### src/rtl/seq_alu.sv
// rtl/seq_alu.sv - Multi-cycle unsigned ALU: single-cycle add/sub/nand/compare,
// iterative shift-add multiply and restoring divide/modulo behind start/busy/done.
module seq_alu #(
    parameter int WIDTH = 16
) (
    input  logic             clk,
    input  logic             reset,
    input  logic             start,
    input  logic [2:0]       alu_op,
    input  logic [WIDTH-1:0] op_a,
    input  logic [WIDTH-1:0] op_b,
    output logic             busy,
    output logic             done,
    output logic [WIDTH-1:0] alu_out,
    output logic [WIDTH-1:0] alu_status
);

    localparam int CW = (WIDTH > 1) ? $clog2(WIDTH) : 1;

    localparam logic [2:0] OP_ADD  = 3'd0;
    localparam logic [2:0] OP_SUB  = 3'd1;
    localparam logic [2:0] OP_MULT = 3'd2;
    localparam logic [2:0] OP_NAND = 3'd3;
    localparam logic [2:0] OP_DIV  = 3'd4;
    localparam logic [2:0] OP_MOD  = 3'd5;
    localparam logic [2:0] OP_LT   = 3'd6;
    localparam logic [2:0] OP_LTE  = 3'd7;

    localparam logic [WIDTH-1:0] DIV0_STATUS = {1'b1, {(WIDTH-1){1'b0}}};

    typedef enum logic [1:0] {
        S_IDLE,
        S_MUL,
        S_DIV,
        S_DONE
    } state_t;

    state_t           state_q;
    logic [2:0]       op_q;
    logic [WIDTH-1:0] a_q;
    logic [WIDTH-1:0] b_q;
    logic [WIDTH-1:0] acc_q;
    logic [WIDTH:0]   rem_q;
    logic [CW-1:0]    cnt_q;
    logic             busy_q;
    logic             done_q;
    logic [WIDTH-1:0] out_q;
    logic [WIDTH-1:0] stat_q;

    logic [WIDTH-1:0] single_d;
    logic [WIDTH-1:0] mul_sum_d;
    logic [WIDTH:0]   rem_sh_d;
    logic [WIDTH:0]   rem_trial_d;
    logic [WIDTH:0]   rem_d;
    logic [WIDTH-1:0] quot_d;
    logic             q_bit_d;
    logic             last_d;

    // Single-cycle ops work directly on the inputs so the result lands on the start edge.
    always_comb begin
        single_d = '0;
        case (alu_op)
            OP_ADD:  single_d = op_b + op_a;
            OP_SUB:  single_d = op_b - op_a;
            OP_NAND: single_d = ~(op_b & op_a);
            OP_LT:   single_d = WIDTH'(op_b < op_a);
            OP_LTE:  single_d = WIDTH'(op_b <= op_a);
            default: single_d = '0;
        endcase
    end

    // Multiplier a_q shifts right (LSB first), multiplicand b_q shifts left.
    // In divide, b_q holds the dividend and shifts out MSB first while quotient bits shift in.
    always_comb begin
        mul_sum_d   = acc_q + (a_q[0] ? b_q : '0);
        rem_sh_d    = {rem_q[WIDTH-1:0], b_q[WIDTH-1]};
        rem_trial_d = rem_sh_d - {1'b0, a_q};
        q_bit_d     = ~rem_trial_d[WIDTH];
        rem_d       = q_bit_d ? rem_trial_d : rem_sh_d;
        quot_d      = {b_q[WIDTH-2:0], q_bit_d};
        last_d      = (cnt_q == CW'(WIDTH - 1));
    end

    always_ff @(posedge clk or negedge reset) begin
        if (!reset) begin
            state_q <= S_IDLE;
            op_q    <= '0;
            a_q     <= '0;
            b_q     <= '0;
            acc_q   <= '0;
            rem_q   <= '0;
            cnt_q   <= '0;
            busy_q  <= 1'b0;
            done_q  <= 1'b0;
            out_q   <= '0;
            stat_q  <= '0;
        end else begin
            done_q <= 1'b0;
            case (state_q)
                S_IDLE: begin
                    if (start) begin
                        op_q  <= alu_op;
                        a_q   <= op_a;
                        b_q   <= op_b;
                        acc_q <= '0;
                        rem_q <= '0;
                        cnt_q <= '0;
                        case (alu_op)
                            OP_MULT: begin
                                busy_q  <= 1'b1;
                                state_q <= S_MUL;
                            end
                            OP_DIV, OP_MOD: begin
                                if (op_a == '0) begin
                                    out_q   <= (alu_op == OP_DIV) ? '1 : op_b;
                                    stat_q  <= DIV0_STATUS;
                                    done_q  <= 1'b1;
                                    state_q <= S_DONE;
                                end else begin
                                    busy_q  <= 1'b1;
                                    state_q <= S_DIV;
                                end
                            end
                            default: begin
                                out_q   <= single_d;
                                stat_q  <= single_d;
                                done_q  <= 1'b1;
                                state_q <= S_DONE;
                            end
                        endcase
                    end
                end
                S_MUL: begin
                    acc_q <= mul_sum_d;
                    a_q   <= a_q >> 1;
                    b_q   <= b_q << 1;
                    cnt_q <= cnt_q + 1'b1;
                    if (last_d) begin
                        out_q   <= mul_sum_d;
                        stat_q  <= mul_sum_d;
                        busy_q  <= 1'b0;
                        done_q  <= 1'b1;
                        state_q <= S_DONE;
                    end
                end
                S_DIV: begin
                    rem_q <= rem_d;
                    b_q   <= quot_d;
                    cnt_q <= cnt_q + 1'b1;
                    if (last_d) begin
                        out_q   <= (op_q == OP_MOD) ? rem_d[WIDTH-1:0] : quot_d;
                        stat_q  <= (op_q == OP_MOD) ? rem_d[WIDTH-1:0] : quot_d;
                        busy_q  <= 1'b0;
                        done_q  <= 1'b1;
                        state_q <= S_DONE;
                    end
                end
                S_DONE: begin
                    state_q <= S_IDLE;
                end
                default: begin
                    busy_q  <= 1'b0;
                    state_q <= S_IDLE;
                end
            endcase
        end
    end

    assign busy       = busy_q;
    assign done       = done_q;
    assign alu_out    = out_q;
    assign alu_status = stat_q;

endmodule

### config.mk
export PLATFORM = sky130hd
export DESIGN_NAME = seq_alu
export DESIGN_NICKNAME = d
export VERILOG_FILES = /design/src/rtl/seq_alu.sv
export SDC_FILE = /design/constraint.sdc
export NUM_CORES = 1
export LEC_CHECK = 0
export ABC_AREA = 0
export CAP_MARGIN = 20
export CORE_MARGIN = 2
export CORE_UTILIZATION = 50
export CTS_CLUSTER_DIAMETER = 60
export DETAILED_ROUTE_END_ITERATION = 16
export PLACE_DENSITY = 0.71
export SLEW_MARGIN = 20
export SYNTH_ARGS = -nofsm -noshare
export SYNTH_HDL_FRONTEND = slang
export SYNTH_SLANG_ARGS = --single-unit
### constraint.sdc
create_clock -name clk -period 9.6 [get_ports clk]
set_clock_uncertainty 0.15 [all_clocks]
set_input_delay 1.44 -clock clk [delete_from_list [all_inputs] [get_ports clk]]
set_output_delay 1.44 -clock clk [all_outputs]
set_load 0.02 [all_outputs]
==> qor.csv, run 1 <==
stage,metric,value,unit
outcome,status,finished clean,
global_route,antenna violations before repair,0,
worst_setup_path,path depth of the worst reg2reg path,11,
synth,Adder-Cell Fraction of Synth Area,0.107,
synth,Area contributors post-synth,"dfrtp_1 (30%), ha_1 (9.8%), o21ai_0 (5.8%)",
worst_hold_path,hold_sp,acc_q[13]$_DFFE_PN0P_,
pwr,Pleak,4.29,nW
synth,Synth top area share,0.305,
floorplan,FP Rows,48,
global_route,pin count of the biggest net entering global routing,69,
layout,number of antenna diodes,0,
worst_setup_path,Slowest cell on crit path,clkdlybuf4s50_1,
timing,Worst Max-Slew Pin Slew,1020,ps
clock_network,PostCTS Resize Cnt,0,
synth,Syn Nets,1183,
synth,largest family of logic cells by synthesized area,compound AO/OA/AOI/OAI gates,
synth,Yosys Warn Count,0,
global_route,vias in the first global route,7913,
clock_network,# hold bufs at CTS,0,
worst_setup_path,Crit Reg-Reg Startpoint,a_q[0]$_DFFE_PN0P_,
detailed_routing,DR DRC count,0,
timing,RSZ-0062 raised after global routing,no,
placement,DP Cell Count,1322,
detailed_routing,Vias,8615,
worst_hold_path,WHS Endpoint,acc_q[13]$_DFFE_PN0P_,
synth,mux contribution to synthesized area,0.0314,
clock_network,clk buf depth,2,
timing,Setup Viol. Count Final,0,
worst_setup_path,start-to-end type of the worst setup path,input port to register,
detailed_routing,1st-iter DRT viols,958,
global_route,first-pass GRT wire length,47500,um
layout,Layout Cells excl Fill,1338,
detailed_routing,drt wl/cell,23.2,um
timing,fin worst setup slack,4810,ps
detailed_routing,Vias/cell,6.44,
clock_network,CTS sink cnt,107,
pwr,Peak VDD IR,0.238,mV
timing,Sum Neg Setup Slack,0,ps
synth,Post-synth top flop,dfrtp_1,
clock_network,CTS Buf Count,9,
worst_setup_path,WP data required,9680,ps
worst_setup_path,critical-path cell list,clkdlybuf4s50_1 > ha_1 > inv_1 > fa_1 > nor2_1 > o311a_1 > nor2_1 > o41ai_2 > a21oi_1 > nor4_1 > a2bb2oi_1 > a211oi_1 > a21oi_1,
timing,maximum clock rate,209,MHz
synth,Compound-Gate Fraction of Synth Area,0.277,
placement,pre-CTS WS,4590,ps
clock_network,clock root cell,clkbuf_16,
clock_network,Setup Buffers After CTS,0,
synth,Mapped Area,0.00878,sq mm
synth,Synth top cells by count,"nor2_1 (123), dfrtp_1 (107), o21ai_0 (102), nand2_1 (93), a21oi_1 (81)",
floorplan,I/O pin count,72,
floorplan,initial core utilization,0.509,
synth,Synth Area in XOR/XNOR,0.0329,
worst_setup_path,flop2flop setup slack,5190,ps
detailed_routing,Post-Route WL,31000,um
synth,most frequent cell after synthesis,nor2_1,
detailed_routing,"antenna viol nets, final",0,
worst_setup_path,type of origin of the critical path,input port,
layout,fraction of layout cells with a size suffix above 1,0.0521,
clock_network,CTS tree,done,
synth,sequential-to-total area share from yosys stat,0.305,
clock_network,clock latency on the worst-skew pair,370,ps
synth,Yosys cell types,84,
synth,ys async rst share,1.00,
floorplan,Die Y,137,um
layout,# fillers,1571,
detailed_routing,DR pass1 iterations,7,
worst_setup_path,Worst Path Arrival,4870,ps
worst_hold_path,hold depth,2,
layout,Area Overhead vs Synth,13.4,%
run,Max Cap Viol,0,
floorplan,Die X,137,um
synth,Post-synth EDFFs,0,
pwr,PD cells,377,mW/mm^2
synth,Simple-Gate Fraction of Synth Area,0.197,
timing,final-report hold violation count,0,
global_route,grt ovf,0,
synth,Avg Synthesized Cell Area,8.19,sq um
placement,post-DP HPWL,23700,um
worst_setup_path,Worst Path Max Fanout,4,
timing,Final Max Slew Viols,0,
worst_setup_path,FF-to-FF End,alu_out[10]$_DFFE_PN0P_,
placement,RePlAce Congestion,1.02,
synth,"area leader, netlist",dfrtp_1,
worst_setup_path,"slowest stage delay, CP",630,ps
clock_network,clk slew on worst S/H paths,80,ps
timing,fin crit period,4790,ps
global_route,Overall Global Routing Usage,0.342,
placement,PortBufs,71,
floorplan,area of the die,0.0186,sq mm
clock_network,deepest level of the CTS H-tree,3,
layout,fin nets,1219,
synth,Cells after Synth,1072,
worst_setup_path,Crit path buffers/inverters,2,
floorplan,Core Footprint,0.0172,sq mm
worst_setup_path,crit end category,register,
worst_setup_path,"CP delay by family, top",compound AO/OA/AOI/OAI gates,
timing,relative slew slack,0.309,
worst_hold_path,HP Class,register to register,
synth,"flops & latches, synth",107,
timing,Final period util,0.499,
-- final cells by class --
type | count | area, sq um | share of cell area
clock buffer | 9 | 225 | 0.0226
tap | 225 | 282 | 0.0283
inverter | 56 | 210 | 0.0211
clock inverter | 7 | 91.3 | 0.00918
multi-input combinational | 855 | 5700 | 0.573
sequential | 107 | 2680 | 0.269
timing repair buffer | 79 | 768 | 0.0772
-- sequential cells by signal (all words and copies together), names as in the netlist --
register    flops
a_q            16
acc_q          16
alu_out        16
alu_status     16
b_q            16
rem_q          16
cnt_q           4
op_q            3
state_q         2
busy            1
done            1
-- cell families (layout without fill, tap and decap cells) --
| family | after synthesis | in the layout |
|---|---|---|
| compound gates | 363 | 363 |
| xor+xnor | 33 | 33 |
| mux | 27 | 27 |
| buf+inv | 110 | 151 |
| simple gates | 359 | 359 |
| flops | 107 | 107 |
| fa+ha+maj | 73 | 73 |
-- worst max path at each step --
stage / slack, ps / endpoint / from / cells past startpoint
after detailed placement: 4590 / alu_out[12]$_DFFE_PN0P_ / op_a[0] / 13
after global routing: 4640 / alu_out[12]$_DFFE_PN0P_ / op_a[0] / 13
after global placement: 4550 / alu_out[12]$_DFFE_PN0P_ / op_a[0] / 13
after CTS: 4930 / alu_out[12]$_DFFE_PN0P_ / op_a[0] / 13
after floorplan: 5780 / alu_out[13]$_DFFE_PN0P_ / op_a[7] / 12
final: 4810 / alu_out[12]$_DFFE_PN0P_ / op_a[0] / 13
-- layout by cell type, fill, tap and decap left out, drive strengths merged, types with 19 or more instances in the layout --
cell,synthesis,final
dfrtp,107,107
o21a,19,19
nor3,25,25
a211oi,19,19
nand2,94,94
a221oi,20,20
o21ai,103,103
and2,27,27
a21oi,83,83
nand3,19,19
inv,56,58
xnor2,22,22
nor2,124,124
clkdlybuf4s50,0,70
ha,69,69
mux2i,23,23
-- stage by stage --
stage | util | instance area, sq um | total power [mW] | hold slack (ps)
after floorplan | - | 8780 | 2.55 | 295
final | 0.577 | 9950 | 3.76 | 342
after CTS | 0.577 | 9950 | 3.70 | 341
after detailed placement | 0.559 | 9630 | 3.30 | 323
after global placement | 0.559 | 9630 | 3.27 | 315
after global routing | 0.577 | 9950 | 4.01 | 374
-- where the power goes --
group | switching, mW | total [mW] | internal, mW
combinational | 1.56 | 2.50 | 0.942
sequential | 0.195 | 0.866 | 0.671
clock | 0.202 | 0.390 | 0.188
total | 1.96 | 3.76 | 1.80
-- worst register-to-register path, stage by stage, from the launching register on --
cell and delay (ps):
dfrtp_1 550, ha_1 310, fa_1 380, and2b_1 250, o211ai_1 130, a21oi_2 310
nor4_4 100, o31ai_4 520, nand2_2 370, a211oi_1 700, o2111a_1 420, a21oi_1 100
-- metal layers --
layer | part of all wire | global-route usage | up-vias
met1 | 0.43 | 0.483 | 4136
met3 | 0.097 | 0.0778 | 63
met5 | 0 | 0 | -
met2 | 0.44 | 0.505 | 455
li1 | - | - | 3961
met4 | 0.037 | 0.135 | 0
Power figures use the tool's default switching activity.
==> run 2: changes to the inputs <==
==> constraint.sdc (replaced) <==
create_clock -name clk -period 4.8 [get_ports clk]
set_clock_uncertainty 0.15 [all_clocks]
set_input_delay 0.72 -clock clk [delete_from_list [all_inputs] [get_ports clk]]
set_output_delay 0.72 -clock clk [all_outputs]
set_load 0.02 [all_outputs]
==> qor.csv, run 2 (synthesis results as in run 1) <==
stage,metric,value,unit,change
clock_network,Setup Buffers After CTS,0,,unchanged
placement,RePlAce Congestion,0.988,,-2.7%
detailed_routing,Post-Route WL,30700,um,-1.1%
detailed_routing,Vias,8672,,+0.66%
floorplan,Core Footprint,0.0172,sq mm,unchanged
pwr,Pint,3.66,mW,+100%
worst_setup_path,type of origin of the critical path,input port,,
pwr,switching fraction of total power,0.520,,about the same
worst_setup_path,"slowest stage delay, CP",590,ps,-40 ps
timing,relative slew slack,0.208,,-0.101
layout,"commonest cells after routing, fill and taps aside","nor2_1 (123), dfrtp_1 (107), o21ai_0 (102)",,
pwr,Peak VDD IR,0.625,mV,+160%
layout,register area,0.00268,sq mm,unchanged
clock_network,clock root cell,clkbuf_16,,
pwr,PD cells,760,mW/mm^2,+100%
layout,number of antenna diodes,0,,unchanged
detailed_routing,1st-iter DRT viols,931,,-2.8%
floorplan,Die X,137,um,unchanged
layout,fraction of layout cells with a size suffix above 1,0.0613,,+0.00922
detailed_routing,drt wl/cell,22.7,um,-1.9%
worst_setup_path,"CP delay by family, top",compound AO/OA/AOI/OAI gates,,
floorplan,FP Rows,48,,unchanged
outcome,status,finished clean,,
clock_network,clk slew on worst S/H paths,90,ps,about the same
clock_network,CTS Buf Count,9,,unchanged
timing,Final period util,0.842,,
placement,DP Cell Count,1334,,+0.91%
detailed_routing,DR pass1 iterations,6,,-1
global_route,antenna violations before repair,0,,unchanged
pwr,sequential share of power,0.228,,-0.002
global_route,vias in the first global route,8195,,+3.6%
worst_setup_path,Crit path buffers/inverters,2,,unchanged
clock_network,clk buf depth,2,,unchanged
layout,Layout Cells excl Fill,1350,,+0.90%
layout,final core utilization,0.583,,+0.00515
worst_setup_path,start-to-end type of the worst setup path,input port to register,,
floorplan,initial core utilization,0.509,,unchanged
global_route,grt ovf,0,,unchanged
clock_network,deepest level of the CTS H-tree,3,,unchanged
detailed_routing,"antenna viol nets, final",0,,unchanged
timing,RSZ-0062 raised after global routing,no,,
pwr,net switching power,3.97,mW,+100%
worst_setup_path,Slowest cell on crit path,clkdlybuf4s50_1,,
clock_network,PostCTS Resize Cnt,0,,unchanged
layout,Area Overhead vs Synth,14.4,%,
global_route,Overall Global Routing Usage,0.336,,-0.00511
detailed_routing,DR DRC count,0,,unchanged
floorplan,I/O pin count,72,,unchanged
run,Max Cap Viol,0,,unchanged
layout,fin nets,1231,,+0.98%
clock_network,clock latency on the worst-skew pair,370,ps,about the same
timing,maximum clock rate,248,MHz,
global_route,pin count of the biggest net entering global routing,79,,+14%
placement,PortBufs,71,,unchanged
pwr,Pleak,4.35,nW,+1.5%
worst_hold_path,HP Class,input port to async pin,,
worst_setup_path,crit end category,register,,
timing,Worst Max-Slew Pin Slew,1180,ps,+162 ps
layout,area of the multi-input gates,0.00569,sq mm,about the same
layout,"commonest non-fill, non-tap cell in the layout",nor2_1,,
worst_setup_path,Worst Path Max Fanout,4,,unchanged
timing,final-report hold violation count,0,,unchanged
layout,# fillers,1565,,-0.38%
placement,post-DP HPWL,23500,um,-0.82%
clock_network,CTS tree,done,,
timing,Sum Neg Setup Slack,0,ps,unchanged
timing,Final Max Slew Viols,0,,unchanged
timing,fin crit period,4040,ps,
clock_network,CTS sink cnt,107,,unchanged
global_route,first-pass GRT wire length,47300,um,-0.51%
detailed_routing,Vias/cell,6.42,,-0.23%
worst_setup_path,Worst Path Arrival,4130,ps,-740 ps
floorplan,Die Y,137,um,unchanged
worst_setup_path,WP data required,4890,ps,-4790 ps
pwr,clock share of power,0.103,,about the same
clock_network,# hold bufs at CTS,0,,unchanged
floorplan,area of the die,0.0186,sq mm,unchanged
timing,Setup Viol. Count Final,0,,unchanged
worst_setup_path,critical-path cell list,clkdlybuf4s50_1 > ha_1 > inv_1 > fa_1 > nor2_1 > o311a_1 > nor2_1 > o41ai_2 > a21oi_1 > nor4_1 > a2bb2oi_1 > a211oi_1 > a21oi_1,,
pwr,part of the power in combinational logic,0.669,,+0.003
-- run 2: changes by cell type in the layout (fill, tap and decap cells not counted) --
cell      change
inv_6         -2
clkinv_8      -1
buf_4        +11
inv_8         +3
nor3_1        +1
nor3_2        -1
buf_6         +1
-- run 2: worst paths after layout --
path | startpoint | end | slack (ps) | cells after the start
setup / recovery | op_a[0] | alu_out[12]$_DFFE_PN0P_ | 760 | 13
setup reg to reg | b_q[15]$_DFFE_PN0P_ | alu_out[2]$_DFFE_PN0P_ | 790 | 13
max in group asynchronous | reset | acc_q[4]$_DFFE_PN0P_ | 3340 | 2
hold reg to reg | busy$_DFFE_PN0P_ | busy$_DFFE_PN0P_ | 330 | 2
hold / removal | reset | a_q[9]$_DFFE_PN0P_ | 240 | 1
min in group clk | busy$_DFFE_PN0P_ | busy$_DFFE_PN0P_ | 330 | 2
-- run 2: power groups by stage --
stage | Clock [mW] | Sequential (mW) | Combinational [mW]
after CTS | 0.794 | 1.72 | 4.99
after detailed placement | 0 | 1.73 | 4.95
after floorplan | 0 | 1.77 | 3.32
final | 0.785 | 1.74 | 5.10
after global placement | 0 | 1.73 | 4.90
after global routing | 0.822 | 1.78 | 5.50
-- run 2: area by class of cell --
type / instances / area share
sequential: 107 / 0.267
tap: 225 / 0.0280
timing repair buffer: 91 / 0.0859
clock inverter: 7 / 0.00910
clock buffer: 9 / 0.0224
multi-input combinational: 855 / 0.567
inverter: 56 / 0.0209
-- run 2: layer usage --
layer | vias up | GRT usage | part of all wire
li1 | 4000 | - | -
met1 | 4082 | 0.464 | 0.42
met2 | 491 | 0.501 | 0.42
met3 | 99 | 0.0707 | 0.099
met4 | 0 | 0.166 | 0.056
met5 | - | 0 | 0
-- run 2: per-stage QoR --
stage               cell area, sq um  setup WS (ps)  hold WS (ps)  total power, mW
global placement                9720            561           314             6.63
detailed placement              9720            562           319             6.68
floorplan                       8780           1660           274             5.09
global route                   10000            624           306             8.10
CTS                            10000            863           341             7.51
finish                         10000            761           243             7.63
==> run 3: changes to the inputs <==
--- a/config.mk
+++ b/config.mk
@@ -11,7 +11,7 @@
 export CORE_UTILIZATION = 50
 export CTS_CLUSTER_DIAMETER = 60
 export DETAILED_ROUTE_END_ITERATION = 16
-export PLACE_DENSITY = 0.71
+export PLACE_DENSITY = 0.74
 export SLEW_MARGIN = 20
 export SYNTH_ARGS = -nofsm -noshare
 export SYNTH_HDL_FRONTEND = slang
==> constraint.sdc (replaced) <==
create_clock -name clk -period 3.55 [get_ports clk]
set_clock_uncertainty 0.15 [all_clocks]
set_input_delay 0.5325 -clock clk [delete_from_list [all_inputs] [get_ports clk]]
set_output_delay 0.5325 -clock clk [all_outputs]
set_load 0.02 [all_outputs]
==> qor.csv, run 3 (synthesis results as in run 1) <==
stage,metric,value,unit,change
worst_setup_path,WP data required,3650,ps,-1240 ps
timing,Sum Neg Setup Slack,0,ps,unchanged
pwr,Tot Pwr,11.4,mW,+50%
floorplan,I/O pin count,72,,unchanged
floorplan,Core Footprint,0.0172,sq mm,unchanged
clock_network,clock root cell,clkbuf_16,,
placement,RePlAce Congestion,0.992,,+0.49%
clock_network,CTS Buf Count,9,,unchanged
layout,"commonest non-fill, non-tap cell in the layout",buf_4,,
detailed_routing,DR pass1 iterations,6,,unchanged
timing,maximum clock rate,285,MHz,
timing,Worst Max-Slew Pin Slew,828,ps,-351 ps
worst_setup_path,start-to-end type of the worst setup path,register to register,,
detailed_routing,1st-iter DRT viols,814,,-13%
layout,fraction of layout cells with a size suffix above 1,0.190,,+0.129
layout,final core utilization,0.655,,+0.0721
placement,PortBufs,71,,unchanged
clock_network,clk slew on worst S/H paths,80,ps,about the same
pwr,PD cells,1010,mW/mm^2,+33%
floorplan,area of the die,0.0186,sq mm,unchanged
clock_network,CTS sink cnt,107,,unchanged
timing,fin crit period,3510,ps,
detailed_routing,Vias/cell,6.17,,-4.0%
worst_hold_path,HP Class,input port to async pin,,
worst_setup_path,Worst Path Arrival,3620,ps,-510 ps
clock_network,deepest level of the CTS H-tree,3,,unchanged
timing,Setup Viol. Count Final,0,,unchanged
floorplan,initial core utilization,0.509,,unchanged
placement,post-DP HPWL,25300,um,+7.8%
outcome,status,finished clean,,
floorplan,FP Rows,48,,unchanged
detailed_routing,"antenna viol nets, final",0,,unchanged
global_route,Overall Global Routing Usage,0.348,,+0.0118
layout,fin nets,1370,,+11%
detailed_routing,M1 WL,13400,um,+3.0%
clock_network,# hold bufs at CTS,0,,unchanged
global_route,pin count of the biggest net entering global routing,54,,-32%
timing,relative slew slack,0.448,,+0.240
placement,pre-CTS WS,-306,ps,-868 ps
layout,"commonest cells after routing, fill and taps aside","buf_4 (157), nor2_1 (123), dfrtp_1 (107)",,
layout,# fillers,1465,,-6.4%
clock_network,clock latency on the worst-skew pair,370,ps,about the same
global_route,first-pass GRT wire length,48700,um,+3.1%
timing,fin worst setup slack,35.6,ps,-725 ps
floorplan,Die X,137,um,unchanged
worst_setup_path,type of origin of the critical path,register,,
timing,RSZ-0062 raised after global routing,yes,,
pwr,Pleak,5.07,nW,+16%
timing,Final period util,0.990,,
detailed_routing,drt wl/cell,21.5,um,-5.6%
detailed_routing,DR DRC count,0,,unchanged
detailed_routing,top sig layer,met4,,
clock_network,clk buf depth,2,,unchanged
global_route,vias in the first global route,8677,,+5.9%
run,Max Cap Viol,0,,unchanged
timing,final-report hold violation count,0,,unchanged
global_route,grt ovf,0,,unchanged
pwr,Peak VDD IR,0.650,mV,+4.0%
clock_network,CTS tree,done,,
worst_setup_path,crit end category,register,,
detailed_routing,routed length on met2,13900,um,+7.1%
floorplan,Die Y,137,um,unchanged
layout,Area Overhead vs Synth,28.5,%,
detailed_routing,Post-Route WL,32000,um,+4.2%
detailed_routing,Vias,9186,,+5.9%
worst_setup_path,Worst Path Max Fanout,7,,+3
timing,Final Max Slew Viols,0,,unchanged
global_route,antenna violations before repair,1,,+1
detailed_routing,metal3 WL,3240,um,+6.4%
==> run 3: timing repair <==
action                                  CTS  global route
pin swaps                                 4            16
gates resized for setup                  12            32
endpoints found under the setup margin   20            29
setup buffers                             0             5
==> run 3: layout make-up <==
| cell class | instances | area [sq um] | share of cell area |
|---|---|---|---|
| multi-input combinational | 855 | 5890 | 0.522 |
| sequential | 107 | 2680 | 0.237 |
| timing repair buffer | 230 | 1920 | 0.171 |
| tap | 225 | 282 | 0.0250 |
| clock buffer | 10 | 239 | 0.0212 |
| inverter | 56 | 210 | 0.0186 |
| clock inverter | 6 | 55.1 | 0.00488 |
| antenna | 1 | 2.50 | 0.000222 |
==> run 3: through the flow <==
step | instance area [sq um] | cells | hold slack, ps
5_1_grt | 11300 | 1489 | 93.0
4_1_cts | 11100 | 1485 | 66.5
3_5_place_dp | 10700 | 1469 | 331
6_report | 11300 | 1490 | 35.4
2_1_floorplan | 8780 | 1072 | 86.9
3_3_place_gp | 10700 | 1469 | 312
==> run 3: path summary, 6_finish.rpt <==
| kind | cells past startpoint | slack, ps | to | startpoint |
|---|---|---|---|---|
| min in group clk | 2 | 350 | alu_status[5]$_DFFE_PN0P_ | alu_status[5]$_DFFE_PN0P_ |
| min reg2reg | 2 | 350 | alu_status[5]$_DFFE_PN0P_ | alu_status[5]$_DFFE_PN0P_ |
| max | 14 | 40 | alu_out[0]$_DFFE_PN0P_ | b_q[15]$_DFFE_PN0P_ |
| max in group asynchronous | 2 | 2370 | alu_status[15]$_DFFE_PN0P_ | reset |
| max reg2reg | 14 | 40 | alu_out[0]$_DFFE_PN0P_ | b_q[15]$_DFFE_PN0P_ |
| min | 1 | 40 | alu_out[3]$_DFFE_PN0P_ | reset |
==> run 3: power breakdown <==
group          internal, mW  switching [mW]
logic                  3.42            4.67
registers              1.82           0.486
clock network         0.512           0.532
==> run 3: critical path: stages, from the launching register on <==
cell and delay [ps]:
dfrtp_1 370, inv_2 60, ha_4 160, fa_2 350
and2b_1 220, o211ai_1 150, a21oi_2 330, nor4_4 80
buf_4 160, o31ai_4 330, buf_6 190, nand4_1 110
a32oi_2 350, o2111ai_2 190, o22a_1 200
==> run 3: layer usage <==
layer,vias to the layer above,track usage
met5,-,0
met4,0,0.146
met3,87,0.0915
met2,454,0.528
met1,4359,0.471
li1,4286,-
